$ cat config.mk
export PLATFORM = sky130hd
export DESIGN_NAME = ps2_key_decoder
export DESIGN_NICKNAME = d
export VERILOG_FILES = /design/src/rtl/ps2_pkg.sv /design/src/rtl/ps2_key_decoder.sv
export SDC_FILE = /design/constraint.sdc
export NUM_CORES = 1
export LEC_CHECK = 0
export ABC_AREA = 1
export CORE_ASPECT_RATIO = 0.6
export CORE_MARGIN = 2
export CORE_UTILIZATION = 30
export CTS_CLUSTER_SIZE = 20
export DETAILED_ROUTE_END_ITERATION = 6
export PLACE_DENSITY = 0.62
export SYNTH_ARGS = -nofsm -noshare
export SYNTH_HDL_FRONTEND = slang
export SYNTH_SLANG_ARGS = --single-unit
$ cat constraint.sdc
create_clock -name clk -period 2.3 [get_ports clk]
set_input_delay 0.69 -clock clk [delete_from_list [all_inputs] [get_ports clk]]
set_output_delay 0.69 -clock clk [all_outputs]
set_load 0.02 [all_outputs]
$ cat src/rtl/ps2_pkg.sv
// Shared constants and prefix-state type for the PS/2 scan-code decoder.
package ps2_pkg;

  localparam logic [7:0] PS2_EXT    = 8'hE0;
  localparam logic [7:0] PS2_BRK    = 8'hF0;
  localparam logic [7:0] PS2_ERR_LO = 8'h00;
  localparam logic [7:0] PS2_ERR_HI = 8'hFF;

  typedef enum logic [1:0] {
    StNone,
    StExt,
    StBrk,
    StExtBrk
  } ps2_pfx_e;

  function automatic logic ps2_is_err_byte(input logic [7:0] b);
    return (b == PS2_ERR_LO) || (b == PS2_ERR_HI);
  endfunction

endpackage

$ cat src/rtl/ps2_key_decoder.sv
// Decodes PS/2 set-2 scan codes popped from a receiver FIFO into held-key
// state, press/release strobes, a press counter and a sticky error flag.
module ps2_key_decoder
  import ps2_pkg::*;
#(
  parameter int unsigned CNT_W = 8
) (
  input  logic             clk,
  input  logic             rst,
  input  logic [7:0]       fifo_data,
  input  logic             fifo_ready,
  input  logic             fifo_overflow,
  output logic             nextdata_n,
  output logic [7:0]       key_code,
  output logic             key_ext,
  output logic             key_down,
  output logic             press_pulse,
  output logic             release_pulse,
  output logic [CNT_W-1:0] press_count,
  output logic             err
);

  ps2_pfx_e         r_state;
  logic             r_nextdata_n;
  logic [7:0]       r_key_code;
  logic             r_key_ext;
  logic             r_key_down;
  logic             r_press_pulse;
  logic             r_release_pulse;
  logic [CNT_W-1:0] r_press_count;
  logic             r_err;

  ps2_pfx_e         w_state_d;
  logic             w_nextdata_n_d;
  logic [7:0]       w_key_code_d;
  logic             w_key_ext_d;
  logic             w_key_down_d;
  logic             w_press_pulse_d;
  logic             w_release_pulse_d;
  logic [CNT_W-1:0] w_press_count_d;
  logic             w_err_d;

  logic             w_accept;
  logic             w_pfx_ext;
  logic             w_in_brk;
  logic             w_match;

  // nextdata_n doubles as the "not popping" flag, so a byte is never taken
  // while its pop is still in flight.
  assign w_accept  = fifo_ready & r_nextdata_n;
  assign w_pfx_ext = (r_state == StExt) || (r_state == StExtBrk);
  assign w_in_brk  = (r_state == StBrk) || (r_state == StExtBrk);
  assign w_match   = r_key_down && (r_key_code == fifo_data) && (r_key_ext == w_pfx_ext);

  always_comb begin
    w_state_d         = r_state;
    w_nextdata_n_d    = 1'b1;
    w_key_code_d      = r_key_code;
    w_key_ext_d       = r_key_ext;
    w_key_down_d      = r_key_down;
    w_press_pulse_d   = 1'b0;
    w_release_pulse_d = 1'b0;
    w_press_count_d   = r_press_count;
    w_err_d           = r_err | fifo_overflow;

    if (w_accept) begin
      w_nextdata_n_d = 1'b0;
      if (ps2_is_err_byte(fifo_data)) begin
        w_err_d   = 1'b1;
        w_state_d = StNone;
      end else if ((fifo_data == PS2_EXT) || (fifo_data == PS2_BRK)) begin
        if (w_in_brk) begin
          w_err_d   = 1'b1;
          w_state_d = StNone;
        end else if (fifo_data == PS2_BRK) begin
          w_state_d = w_pfx_ext ? StExtBrk : StBrk;
        end else begin
          w_state_d = StExt;
        end
      end else if (w_in_brk) begin
        // Breaks of anything but the tracked key are dropped silently.
        if (w_match) begin
          w_key_code_d      = 8'h00;
          w_key_ext_d       = 1'b0;
          w_key_down_d      = 1'b0;
          w_release_pulse_d = 1'b1;
        end
        w_state_d = StNone;
      end else begin
        // A matching make is typematic repeat and changes nothing.
        if (!w_match) begin
          w_key_code_d    = fifo_data;
          w_key_ext_d     = w_pfx_ext;
          w_key_down_d    = 1'b1;
          w_press_pulse_d = 1'b1;
          w_press_count_d = r_press_count + CNT_W'(1);
        end
        w_state_d = StNone;
      end
    end
  end

  always_ff @(posedge clk) begin
    if (rst) begin
      r_state         <= StNone;
      r_nextdata_n    <= 1'b1;
      r_key_code      <= 8'h00;
      r_key_ext       <= 1'b0;
      r_key_down      <= 1'b0;
      r_press_pulse   <= 1'b0;
      r_release_pulse <= 1'b0;
      r_press_count   <= '0;
      r_err           <= 1'b0;
    end else begin
      r_state         <= w_state_d;
      r_nextdata_n    <= w_nextdata_n_d;
      r_key_code      <= w_key_code_d;
      r_key_ext       <= w_key_ext_d;
      r_key_down      <= w_key_down_d;
      r_press_pulse   <= w_press_pulse_d;
      r_release_pulse <= w_release_pulse_d;
      r_press_count   <= w_press_count_d;
      r_err           <= w_err_d;
    end
  end

  assign nextdata_n    = r_nextdata_n;
  assign key_code      = r_key_code;
  assign key_ext       = r_key_ext;
  assign key_down      = r_key_down;
  assign press_pulse   = r_press_pulse;
  assign release_pulse = r_release_pulse;
  assign press_count   = r_press_count;
  assign err           = r_err;

endmodule

==> impl_summary.md <==
Worst setup path
In this design, the stage delay of the slowest critical-path cell is roughly 0.32 ns. In this run the critical register-to-register path is captured at key_code[3]. The worst setup path category is input port to flip-flop.

On the critical path the largest part of the delay comes from simple AND/OR/NAND/NOR gates. The total number of cells along the worst setup path is 10. The data arrival time of the critical path is ~2.4 ns. The worst setup path is launched from an input port. In this run the worst setup path begins at fifo_data[1]. The kind of capture point of the worst setup path is a flip-flop.

The signal on the critical path passes through dlygate4sd2_1 > xor2_2 > nor3_2 > nand4_1 > ha_4 > nor2_4 > nand2_4 > inv_4 > nor2_1 > nor2_1. Of all nets on the critical path, the largest fanout is 7. For flop-to-flop paths, the worst setup slack is between 0.3 and 0.4 ns. The number of buffer and inverter stages on the critical path is 2. Counting cells, the worst reg-to-reg path comes to 10. The startpoint identified for the worst register-to-register timing path is key_code[7]. The cell with the largest stage delay on the worst path is sky130_fd_sc_hd__ha_4. The required time reported for the critical path endpoint is 2.52 ns.

The most numerous cell type found on the critical path is sky130_fd_sc_hd__nor2_1.

Place
The number of placed instances, taps included, is 338. Once detailed placement completed, the half-perimeter wirelength came to between 2000 and 3000 um. The number of port buffers is 33. The congestion estimate from routability-driven global placement came to between 0.8 and 0.9. The worst setup slack after placement is -0.622 ns.

Power
VDD sags by at most 0.310 mV. The power density relative to cell area is 510 mW/mm^2. The total leakage power is approximately 1.0 nW.

Logic synthesis
After Yosys synthesis, full adders, half adders and majority gates account for 1.77% of the synthesized area. Of the total synthesized cell area, the portion taken by AND, OR, NAND and NOR gates is 42.0%. Summing the areas of all compound-gate instances in the mapped netlist gives approximately 7.8% of the synthesized area. The netlist area before placement is approximately 0.0014 sq mm. The register area share after synthesis is 34.0%.

The Yosys step of the flow raised 0 warnings. Multiplexer cells account for 0% of the synthesized area. The per-instance average area after synthesis is between 6 and 7 sq um. The synthesized netlist contains 26 unique library cells. The synthesized-area fraction occupied by xor and xnor cells is between 2 and 2.5%. The synthesized flop and latch total is 24. The synthesized instance count is 220. The dominant combinational cell family by area after synthesis is simple AND/OR/NAND/NOR gates. The net count after synthesis is 234.

Timing
At the pin with the least slew margin, the transition time is ~0.33 ns. The worst path uses between 90% and 100% of the clock period. Setup violations remaining at the end of the flow were counted as 0. The timing-limited maximum frequency is roughly 450 MHz. Setup slack on the critical path of the routed design comes to between 0.08 and 0.09 ns.

The setup clock skew after layout is 0.00924 ns. The number of failing hold endpoints at the final stage is 0. Headroom to the max-slew limit came out at 78.1%. The total count of max-transition violations in the final report is 0. The clock period could shrink to 2.22 ns.

Die
The area inside the core boundary is between 0.004 and 0.005 sq mm. The die extent in y is 57.1 um. Once the floorplan was initialized, standard cells occupied a little under a third of the core.

The die outline width is 92.6 um. The total I/O pin count is 34. The standard-cell row count is 19. The die footprint is between 0.005 and 0.006 sq mm.

Detailed routing
Once detail routing completed, the nets flagged for antenna violations numbered 0. The first detailed-routing pass took 4 iterations. For this block, the routed nets add up to slightly below 4000 um of wire. Across all layers, the routed design uses approximately 1,500 vias. The via density per instance is 4.37. In this run, the number of DRC markers left after iteration 0 of detailed routing was between 100 and 150. After detailed routing, the average wire length per cell comes to between 10 and 15 um. The residual DRC count is 0.

Layout
The final-stage net count is ~300. For this run, the share of the core covered by cells in the final layout is 47.6%. For this run, the number of standard cells in the final layout without fillers is ~350. The share of post-route cells with drive strength above 1 is between 20% and 30%. From synthesis to final layout, the design area changed by 53.1%. The number of diodes added for antenna fixing is 0.

Hold path
The start point of the worst min-delay path is r_state[1]. The path with the worst hold slack has its endpoint at release_pulse. In this run the worst hold path is classified as flip-flop to flip-flop.

Along the worst hold path, the cell count comes to 2.

Clocking
The worst-case clock buffer depth is 2. The clock-pin slew on the worst setup and hold paths is 0.10 ns. The tree built by TritonCTS fans out to 24 sinks. The number of clock buffers added by TritonCTS is 3. The tree is rooted in a sky130_fd_sc_hd__clkbuf_8. The clock reaches the later pin of the worst-skew pair after around 0.27 ns. The maximum level of the CTS H-tree is 1.

After clock tree synthesis, the flow added hold-fix buffers numbering 0. TritonCTS built the clock tree.

GRT
The number of antenna violations at the first check in global routing is 0. Entering global routing, the biggest net connects 15 pins. The global routing usage summed across all routing layers is 15.3%. The global-route wire length before repair is around 6500 um. The via count of the first global-routing pass is 1,369. The total overflow left after global routing is 0.

Status
The flow ran to the end, and the final reports show no timing, DRC or antenna violations.

Flow run
The total of max-cap violations is 0.
## where the power goes
| part | total [mW] | leakage, nW | internal [mW] | switching [mW] |
|---|---|---|---|---|
| sequential | 0.457 | 0.197 | 0.437 | 0.0209 |
| clock | 0.379 | 0.0357 | 0.233 | 0.146 |
| combinational | 0.265 | 0.814 | 0.127 | 0.138 |
## synthesized netlist by cell type, drive strengths merged
cell type   n  area [sq um]
o21ai       5          25.0
dfxtp      24           480
a21oi      13          65.1
and3        1          6.26
o211ai      1          7.51
ha          2          25.0
nand3      20           118
xnor2       2          17.5
o22ai       2          12.5
inv        29           111
nand4       5          31.3
or2         1          6.26
nand2      57           229
nor2       48           185
buf         5          56.3
nor3b       1          7.51
nor3        2          10.0
xor2        2          17.5
## layer usage
metal  vias to the layer above  global-route usage (%)  part of all wire [%]
li1                        824                       -                     -
met1                       651                    24.0                    55
met2                        39                    20.8                    38
met3                         2                    4.36                   7.0
met4                         0                    2.99                  0.33
met5                         -                       0                     0
## cell usage in the layout (no fill, tap or decap), types with 2 or more instances in the layout
cell	n
sky130_fd_sc_hd__dlymetal6s2s_1	2
sky130_fd_sc_hd__dfxtp_1	24
sky130_fd_sc_hd__clkbuf_2	3
sky130_fd_sc_hd__xnor2_2	2
sky130_fd_sc_hd__clkbuf_8	3
sky130_fd_sc_hd__inv_2	4
sky130_fd_sc_hd__nor2_2	3
sky130_fd_sc_hd__a21oi_1	8
sky130_fd_sc_hd__clkdlybuf4s50_1	25
sky130_fd_sc_hd__nor2_1	44
sky130_fd_sc_hd__o21ai_0	5
sky130_fd_sc_hd__nand2_1	54
sky130_fd_sc_hd__nand2_4	3
sky130_fd_sc_hd__buf_4	29
sky130_fd_sc_hd__nand4_1	5
sky130_fd_sc_hd__nor3_2	2
sky130_fd_sc_hd__o22ai_1	2
sky130_fd_sc_hd__inv_1	23
sky130_fd_sc_hd__a21oi_2	5
sky130_fd_sc_hd__inv_4	2
sky130_fd_sc_hd__dlygate4sd2_1	3
sky130_fd_sc_hd__nand3_1	18
## what timing repair did
item	in CTS	in global routing
buffers inserted	2	2
gates resized for setup	22	12
endpoints found under the setup margin	18	10
pin swaps	6	13
cloned	1	0
## cell families (layout without fill, tap and decap cells)
kind of cell	count (synthesis)	after routing
AOI/OAI and AO/OA	21	21
adders and majority gates	2	2
buffers and inverters	34	97
DFF	24	24
and+or+nand+nor	135	136
xor gates and xnor gates	4	4
## flip-flops by register name, summed over array words and instances (netlist names)
name,flops
err,1
key_code,8
key_down,1
key_ext,1
nextdata_n,1
press_count,8
press_pulse,1
r_state,2
release_pulse,1
## how the worst max path moves through the flow
stage | endpoint | slack (ns)
floorplan | key_ext | 0.07
global placement | key_code[0] | -0.56
detailed placement | key_code[0] | -0.62
CTS | key_ext | 0.03
global route | key_code[3] | -0.04
finish | key_code[3] | 0.08
## worst reg2reg max path: stages, from the launching register on
cell and delay, ns:
sky130_fd_sc_hd__dfxtp_1 0.41, sky130_fd_sc_hd__xnor2_2 0.14, sky130_fd_sc_hd__nand2_1 0.09, sky130_fd_sc_hd__nor3_2 0.12, sky130_fd_sc_hd__nand4_1 0.22, sky130_fd_sc_hd__ha_4 0.32
sky130_fd_sc_hd__nor2_4 0.20, sky130_fd_sc_hd__nand2_4 0.15, sky130_fd_sc_hd__inv_4 0.10, sky130_fd_sc_hd__nor2_1 0.05, sky130_fd_sc_hd__nor2_1 0.10
## through the flow
step	TNS [ns]	hold WS [ns]	total power, mW	area [sq um]
final	0	0.485	1.10	2160
after global routing	-0.0659	0.528	1.16	2160
after CTS	0	0.488	1.11	2130
after detailed placement	-8.83	0.472	0.713	1980
after global placement	-8.06	0.473	0.714	1980
after floorplan	0	0.454	0.594	1410
## layout make-up
type / count / area (sq um)
clock buffer: 3 / 41.3
clock inverter: 1 / 30.0
fill: 451 / 2380
inverter: 29 / 114
multi-input combinational: 163 / 851
sequential: 24 / 480
tap: 63 / 78.8
timing repair buffer: 64 / 566
Note: power is estimated with default switching activity, not from simulation.
